[src/rtl/aes_byte_seq_ctrl.sv]
// aes_byte_seq_ctrl: buffers one 16-byte data/key block, bursts it into a byte-serial
// AES-128 core, captures the cipher bytes CORE_LAT cycles later and streams them out.
//
// state | meaning
// LOAD  | accepting input byte pairs into the data/key buffers
// RUN   | feeding the core (cyc 0..15) and capturing cipher (cyc CORE_LAT..CORE_LAT+15)
// DRAIN | returning the 16 captured cipher bytes on the output stream
module aes_byte_seq_ctrl #(
    parameter int CORE_LAT = 40
) (
    input  logic       clk,
    input  logic       rst_n,
    input  logic       in_valid,
    output logic       in_ready,
    input  logic [7:0] in_data,
    input  logic [7:0] in_key,
    output logic [7:0] core_data,
    output logic [7:0] core_key,
    output logic       core_start,
    input  logic [7:0] core_chiper,
    output logic       out_valid,
    input  logic       out_ready,
    output logic [7:0] out_data,
    output logic       busy,
    output logic       done
);

    typedef enum logic [1:0] {
        LOAD  = 2'd0,
        RUN   = 2'd1,
        DRAIN = 2'd2
    } state_t;

    localparam logic [7:0] CAP_FIRST = 8'(CORE_LAT);
    localparam logic [7:0] CAP_LAST  = 8'(CORE_LAT + 15);

    state_t     state_q, state_d;
    logic [3:0] idx_q, idx_d;
    logic [7:0] cyc_q, cyc_d;
    logic       in_ready_q, in_ready_d;
    logic [7:0] out_data_q, out_data_d;

    logic [7:0] data_buf_q   [16];
    logic [7:0] data_buf_d   [16];
    logic [7:0] key_buf_q    [16];
    logic [7:0] key_buf_d    [16];
    logic [7:0] cipher_buf_q [16];
    logic [7:0] cipher_buf_d [16];

    logic [3:0] cap_idx;

    assign cap_idx = 4'(cyc_q - CAP_FIRST);

    always_comb begin
        state_d      = state_q;
        idx_d        = idx_q;
        cyc_d        = cyc_q;
        out_data_d   = out_data_q;
        data_buf_d   = data_buf_q;
        key_buf_d    = key_buf_q;
        cipher_buf_d = cipher_buf_q;
        core_data    = 8'h00;
        core_key     = 8'h00;
        core_start   = 1'b0;
        out_valid    = 1'b0;
        busy         = 1'b0;
        done         = 1'b0;

        unique case (state_q)
            LOAD: begin
                if (in_valid && in_ready_q) begin
                    data_buf_d[idx_q] = in_data;
                    key_buf_d[idx_q]  = in_key;
                    idx_d             = idx_q + 4'd1;
                    if (idx_q == 4'd15) begin
                        cyc_d   = 8'd0;
                        state_d = RUN;
                    end
                end
            end
            RUN: begin
                busy  = 1'b1;
                cyc_d = cyc_q + 8'd1;
                if (cyc_q < 8'd16) begin
                    core_data  = data_buf_q[cyc_q[3:0]];
                    core_key   = key_buf_q[cyc_q[3:0]];
                    core_start = (cyc_q == 8'd0);
                end
                // Capture runs off the same counter as the feed, so the two may overlap.
                if (cyc_q >= CAP_FIRST) begin
                    cipher_buf_d[cap_idx] = core_chiper;
                end
                if (cyc_q == CAP_LAST) begin
                    cyc_d      = cyc_q;
                    idx_d      = 4'd0;
                    out_data_d = cipher_buf_q[0];
                    state_d    = DRAIN;
                end
            end
            DRAIN: begin
                busy      = 1'b1;
                out_valid = 1'b1;
                if (out_ready) begin
                    idx_d = idx_q + 4'd1;
                    if (idx_q == 4'd15) begin
                        done    = 1'b1;
                        state_d = LOAD;
                    end else begin
                        out_data_d = cipher_buf_q[idx_q + 4'd1];
                    end
                end
            end
            default: begin
                state_d = LOAD;
                idx_d   = 4'd0;
                cyc_d   = 8'd0;
            end
        endcase

        // Registered so in_ready stays low during reset and drops the cycle after the 16th accept.
        in_ready_d = (state_d == LOAD);
    end

    always_ff @(posedge clk or negedge rst_n) begin
        if (!rst_n) begin
            state_q    <= LOAD;
            idx_q      <= 4'd0;
            cyc_q      <= 8'd0;
            in_ready_q <= 1'b0;
            out_data_q <= 8'h00;
            for (int i = 0; i < 16; i++) begin
                data_buf_q[i]   <= 8'h00;
                key_buf_q[i]    <= 8'h00;
                cipher_buf_q[i] <= 8'h00;
            end
        end else begin
            state_q      <= state_d;
            idx_q        <= idx_d;
            cyc_q        <= cyc_d;
            in_ready_q   <= in_ready_d;
            out_data_q   <= out_data_d;
            data_buf_q   <= data_buf_d;
            key_buf_q    <= key_buf_d;
            cipher_buf_q <= cipher_buf_d;
        end
    end

    assign in_ready = in_ready_q;
    assign out_data = out_data_q;

endmodule

[config.mk]
export PLATFORM = sky130hd
export DESIGN_NAME = aes_byte_seq_ctrl
export DESIGN_NICKNAME = d
export VERILOG_FILES = /design/src/rtl/aes_byte_seq_ctrl.sv
export SDC_FILE = /design/constraint.sdc
export NUM_CORES = 1
export LEC_CHECK = 0
export BUFFER_PORTS_ARGS = -buffer_cell sky130_fd_sc_hd__buf_4
export CAP_MARGIN = 25
export CORE_MARGIN = 8
export CORE_UTILIZATION = 45
export CTS_CLUSTER_SIZE = 12
export DETAILED_ROUTE_END_ITERATION = 6
export MAX_ROUTING_LAYER = met4
export PLACE_DENSITY = 0.61
export SLEW_MARGIN = 20
export SYNTH_ARGS = -nofsm -noshare
export SYNTH_HDL_FRONTEND = slang
export SYNTH_SLANG_ARGS = --single-unit
export TNS_END_PERCENT = 10
[constraint.sdc]
create_clock -name clk -period 3.95 [get_ports clk]
set_input_delay 0.1975 -clock clk [delete_from_list [all_inputs] [get_ports clk]]
set_output_delay 0.1975 -clock clk [all_outputs]
set_load 0.01 [all_outputs]
# Word-level counts from Yosys, hierarchy flattened
# Cells that the tools add are included.
# totals
word_cells	137
ff_bits	407
input_bits	28
# op_classes
bitwise	5
n_lt_le_gt_ge	8
eq_ne	10
mux	45
add_sub_neg	3
n_reduce_logical	13
# op_table
cell	count
bitwise mux 128 bit	3
2-to-1 mux 8 bit	18
binary-select mux 8 bit (select 4 bit)	3
demux 8 bit (select 4 bit)	2
case mux 8 bit (3 select lines)	1
>= comparator 5 bit (second input constant)	4
NOT 4 -> 5 bit	4
case mux 8 bit (2 select lines)	1
2-to-1 mux 4 bit	3
inequality test 2 bit (second input constant)	6
case mux 4 bit (3 select lines)	1
less-than comparator 5 x 1 -> 1 bit (second input constant)	2
2-to-1 mux 2 bit	5
adder 8 x 1 -> 8 bit (second input constant)	1
equality test 8 x 6 -> 1 bit (second input constant)	1
>= comparator 8 x 6 -> 1 bit (second input constant)	1
zero test 8 bit	1
less-than comparator 8 x 5 -> 1 bit (second input constant)	1
AND reduction 4 bit	2
2-to-1 mux 1 bit	7
case mux 2 bit (3 select lines)	1
adder 4 x 1 -> 4 bit (second input constant)	1
equality test 4 bit (second input constant)	1
zero test 2 bit	2
other kinds (9)	12

# Depth between registers and ports, before layout
# logic_depth
ltp_word	8
ltp_mapped	10
depth_no_buf	6

# Worst setup path after synthesis
# OpenSTA, ideal clock, no wires.
# synth_path
path_kind	reg-to-reg
start	register idx_q[0]
end	register out_data_q[0], in the netlist out_data[0]
path_stages_with_launch	11
slack_ps	952
required_ps	3817
synth_period_minus_slack_ps	2998
arrival_time_ps	2865
path_buffers	4
path_cell_list	dfrtp_1 buf_2 clkbuf_1 inv_1 ha_1 clkbuf_1 clkbuf_1 mux4_2 mux2_2 o211ai_1 o211ai_1
# synth_via
elab_chain_len	8
# synth_lines
item	line	rtl
from (decl)	38	logic [3:0] idx_q, idx_d;
from (signal assigned)	138	idx_q <= idx_d;
adder 4 x 1 -> 4 bit	109	out_data_d = cipher_buf_q[idx_q + 4'd1];
NOT 4 -> 5 bit (not written as such)	109	
binary-select mux 8 bit (select 4 bit)	109	
2-to-1 mux 8 bit (not written as such) (2 in series)	109	
2-to-1 mux 8 bit	105	if (idx_q == 4'd15) begin
2-to-1 mux 8 bit	103	if (out_ready) begin
case mux 8 bit (2 select lines)	69	unique case (state_q)
to (signal assigned)	141	out_data_q <= out_data_d;
to (decl)	41	logic [7:0] out_data_q, out_data_d;
# Parallel ways exist; a longest one is shown, timed or not. The select of a mux whose other input is x is not followed.
# A chain may end at the register's enable or synchronous reset.

# Worst setup path in the final report
# layout_path
start	register cyc_q[0]
end	output port core_data[2]
# layout_via
elab_chain_len	6
# layout_lines
item	line	rtl
from (decl)	39	logic [7:0] cyc_q, cyc_d;
from (signal assigned)	139	cyc_q <= cyc_d;
NOT 4 -> 5 bit (not written as such)	85	core_data = data_buf_q[cyc_q[3:0]];
binary-select mux 8 bit (select 4 bit)	85	
2-to-1 mux 8 bit (not written as such) (2 in series)	85	
2-to-1 mux 8 bit *	84	if (cyc_q < 8'd16) begin
2-to-1 mux 8 bit *	69	
to (decl)	17	output logic [7:0] core_data,
# Mark *: on every way between the ends. The rest lies on a longest branch, timed or not. The select of a mux whose other input is x is not followed.

==> metrics.csv <==
metric,value,unit
outcome,"finished, final reports clean",
# Post-CTS Setup Buffers,0,
Ys Warns,0,
M1 GR Usage,25.4,%
final period utilization,87.6,%
DIE AREA,48800,µm²
Synth Register Bits,407,
post-route minimum period,3.46,ns
critical-path maximum fanout,38,
Synthesized Nets,1241,
H-tree Lvls,2,
ys flop type,dfrtp_1,
Die Wd,221,µm
clock group share of total power,26.3,%
grt met3 use,2.95,%
Critical Path End Type,output pin,
Nets,1312,
die height,221,µm
CP Cell Sequence,buf_4 -> mux4_2 -> mux4_2 -> nor2b_1 -> buf_4,
number of DRC markers in iteration 0,692,
Slew Limit Fails,0,
busiest grt layer,met2,
relative slew slack,32.9,%
Final Hold Vio Count,0,
combinational cell fraction of total power,33.4,%
"CP delay by family, top",multiplexers,
"Slowest-stage cell, CP",dfrtp_4,
Synth async-reset ratio,100,%
unrepaired setup endpoints after global routing,false,
post-synthesis sequential area ratio,53.9,%
Critical Path Max Stage Delay,0.91,ns
Startpoint Class,flop,
Hold Path Class,primary input to flop,
Worst Setup Slack post-DPL,1.01,ns
clk_skew,0.0189,ns
routed vias/inst,5.84,
Syn Inst Count,1201,
# Max-Cap Violations,0,
mapped cell area,18900,µm²
design area,21700,µm²
WP data arrival,3.26,ns
Core Box Area,41700,µm²
Yosys cell types,48,
Overflow after GRT,0,
first-pass GRT wire length,71300,µm
post-DP HPWL,26900,µm
Util after Layout,52.0,%
DP Area,20000,µm²
number of flops mapped to enable cells by yosys,0,
Clock Path Buffers,3,
Switching Share,29.8,%
fill count,3537,
root buf cell,clkbuf_16,
Min Hold Slack,0.0380,ns
CTS tree,built,
drt first pass iters,4,
M2 GR Usage,30.1,%
Flop pwr share,40.3,%
Layout Area Growth over Synthesis,14.6,%
average wire per standard cell,24.1,µm
"Reg clk slew, reported paths",0.06,ns
antenna-violating nets left,0,
Internal Power,0.0112,W
routed wire length,44500,µm
TNS Setup,0,ns
Highest Clock Rate,289,MHz
CTS Buf Count,45,
switching power,0.00474,W
via count,10774,
Tightest Pin Transition,1.00,ns
drt drc,0,
Clock Latency Late Sink,0.57,ns
CP Buf/Inv Count,2,
Worst Setup Path Type,flop to output pin,
vias in the first global route,11715,
RePlAce Congestion,0.805,
PortBufs,56,
PnR worst setup slack,0.492,ns
pin count of the biggest net entering global routing,121,
share of post-route cells with drive strength above 1,54.5,%
leakage power,9.10,nW
P per Cell Area,734,nW/µm²
maximum VDD drop,0.382,mV
Ports,57,
Initial Utilization,45.4,%
data required time of the critical path,3.75,ns
GRT Overall Usage,19.1,%
Final Setup Violations,0,
syn_area_per_cell,15.7,µm²
antenna cells,0,
Clock Sinks,407,
FP Rows,75,
initial antenna violation count,0,
==> area by class of cell <==
cell class	instances	area, µm²	area share, %
Clock buffer	68	1360	6.29
Clock inverter	13	123	0.566
Inverter	13	48.8	0.225
Multi-Input combinational cell	697	8360	38.6
Sequential cell	407	10200	47.1
Tap cell	539	674	3.11
Timing Repair Buffer	108	896	4.14
==> cells in the mapped netlist, types with 4 or more instances <==
cell type  count  share of area (%)
buf_1         18               0.36
nor3_1         4               0.11
o31ai_1       10               0.40
dfrtp_1      407                 54
mux2_2       392                 23
a21oi_1        4               0.11
ha_1          12               0.79
nand3_1        7               0.19
o22ai_1       10               0.33
inv_1         11               0.22
nand4_1       10               0.33
nand2_2       12               0.40
nand4_2        4               0.26
clkbuf_1      37               0.73
nor2_1        18               0.36
a31oi_1        6               0.20
nand2_1       12               0.24
mux4_2       112                 13
o211ai_1      16               0.64
buf_2         28               0.74
nor2b_1       19               0.63
o21ai_0       15               0.40
==> power groups by stage <==
stage / logic [W] / clock network (W) / registers [W]
floorplan: 0.00418 / 0 / 0.00606
global placement: 0.00525 / 0 / 0.00647
detailed placement: 0.00536 / 0 / 0.00648
CTS: 0.00539 / 0.00431 / 0.00642
global route: 0.00570 / 0.00449 / 0.00661
finish: 0.00531 / 0.00419 / 0.00641
==> state kept, by name, summed over array words and instances (netlist names) <==
| name | count |
|---|---|
| key_buf_q | 128 |
| out_data | 8 |
| in_ready | 1 |
| cyc_q | 8 |
| state_q | 2 |
| cipher_buf_q | 128 |
| data_buf_q | 128 |
| idx_q | 4 |
==> through the flow <==
stage | total power [W] | std cells
after floorplan | 0.0102 | 1201
after global placement | 0.0117 | 1746
after detailed placement | 0.0118 | 1746
after CTS | 0.0161 | 1844
after global routing | 0.0168 | 1845
final | 0.0159 | 1845
==> path summary, 6_finish.rpt <==
check                                             start                             to  slack, ns  cells after the start
min                                      core_chiper[7]   cipher_buf_q[87]$_DFFE_PN0P_       0.04                      2
min reg2reg                cipher_buf_q[98]$_DFFE_PN0P_   cipher_buf_q[98]$_DFFE_PN0P_       0.50                      1
max                                cyc_q[0]$_DFFE_PN0P_                   core_data[2]       0.49                      5
max reg2reg                        state_q[1]$_DFF_PN0_   cipher_buf_q[88]$_DFFE_PN0P_       1.22                      7
max in group asynchronous                         rst_n  cipher_buf_q[111]$_DFFE_PN0P_       2.47                      3
min in group asynchronous                         rst_n      key_buf_q[89]$_DFFE_PN0P_       0.32                      2
==> kinds of logic (layout without fill, tap and decap cells) <==
| family | count (synthesis) | in the layout | synth area share [%] |
|---|---|---|---|
| compound gates | 74 | 74 | 2.98 |
| xor+xnor | 2 | 2 | 0.0927 |
| fa+ha+maj | 12 | 12 | 0.794 |
| buf+inv | 97 | 202 | 2.13 |
| flops | 407 | 407 | 53.9 |
| mux | 508 | 508 | 37.0 |
| simple gates | 101 | 101 | 3.14 |
==> metal layers <==
| metal | vias up | part of all wire, % |
|---|---|---|
| met4 | 0 | 2.8 |
| met5 | - | 0 |
| li1 | 4700 | - |
| met3 | 89 | 3.3 |
| met2 | 187 | 48 |
| met1 | 5798 | 46 |
==> placed cells by master, fill, tap and decap left out, types with 4 or more instances in the layout <==
master	count
clkbuf_1	8
o22ai_1	10
o21ai_0	15
dfrtp_1	403
dlygate4sd3_1	17
clkbuf_8	15
a31oi_1	6
mux2_2	392
nand3_1	7
buf_4	86
inv_1	11
nand4_1	10
o31ai_1	10
nor2b_1	19
nand2_2	12
nand2_1	12
o211ai_1	16
ha_1	12
mux4_2	112
clkinv_2	9
nand4_2	4
nor2_2	11
nor2_1	7
a21oi_1	4
clkbuf_16	45
==> what timing repair did <==
| item | 4_1_cts | 5_1_grt |
|---|---|---|
| gates resized for setup | 0 | 0 |
| hold endpoints to repair | 371 | 0 |
| hold buffers | 17 | 0 |
Note: power is estimated with default switching activity, not from simulation.
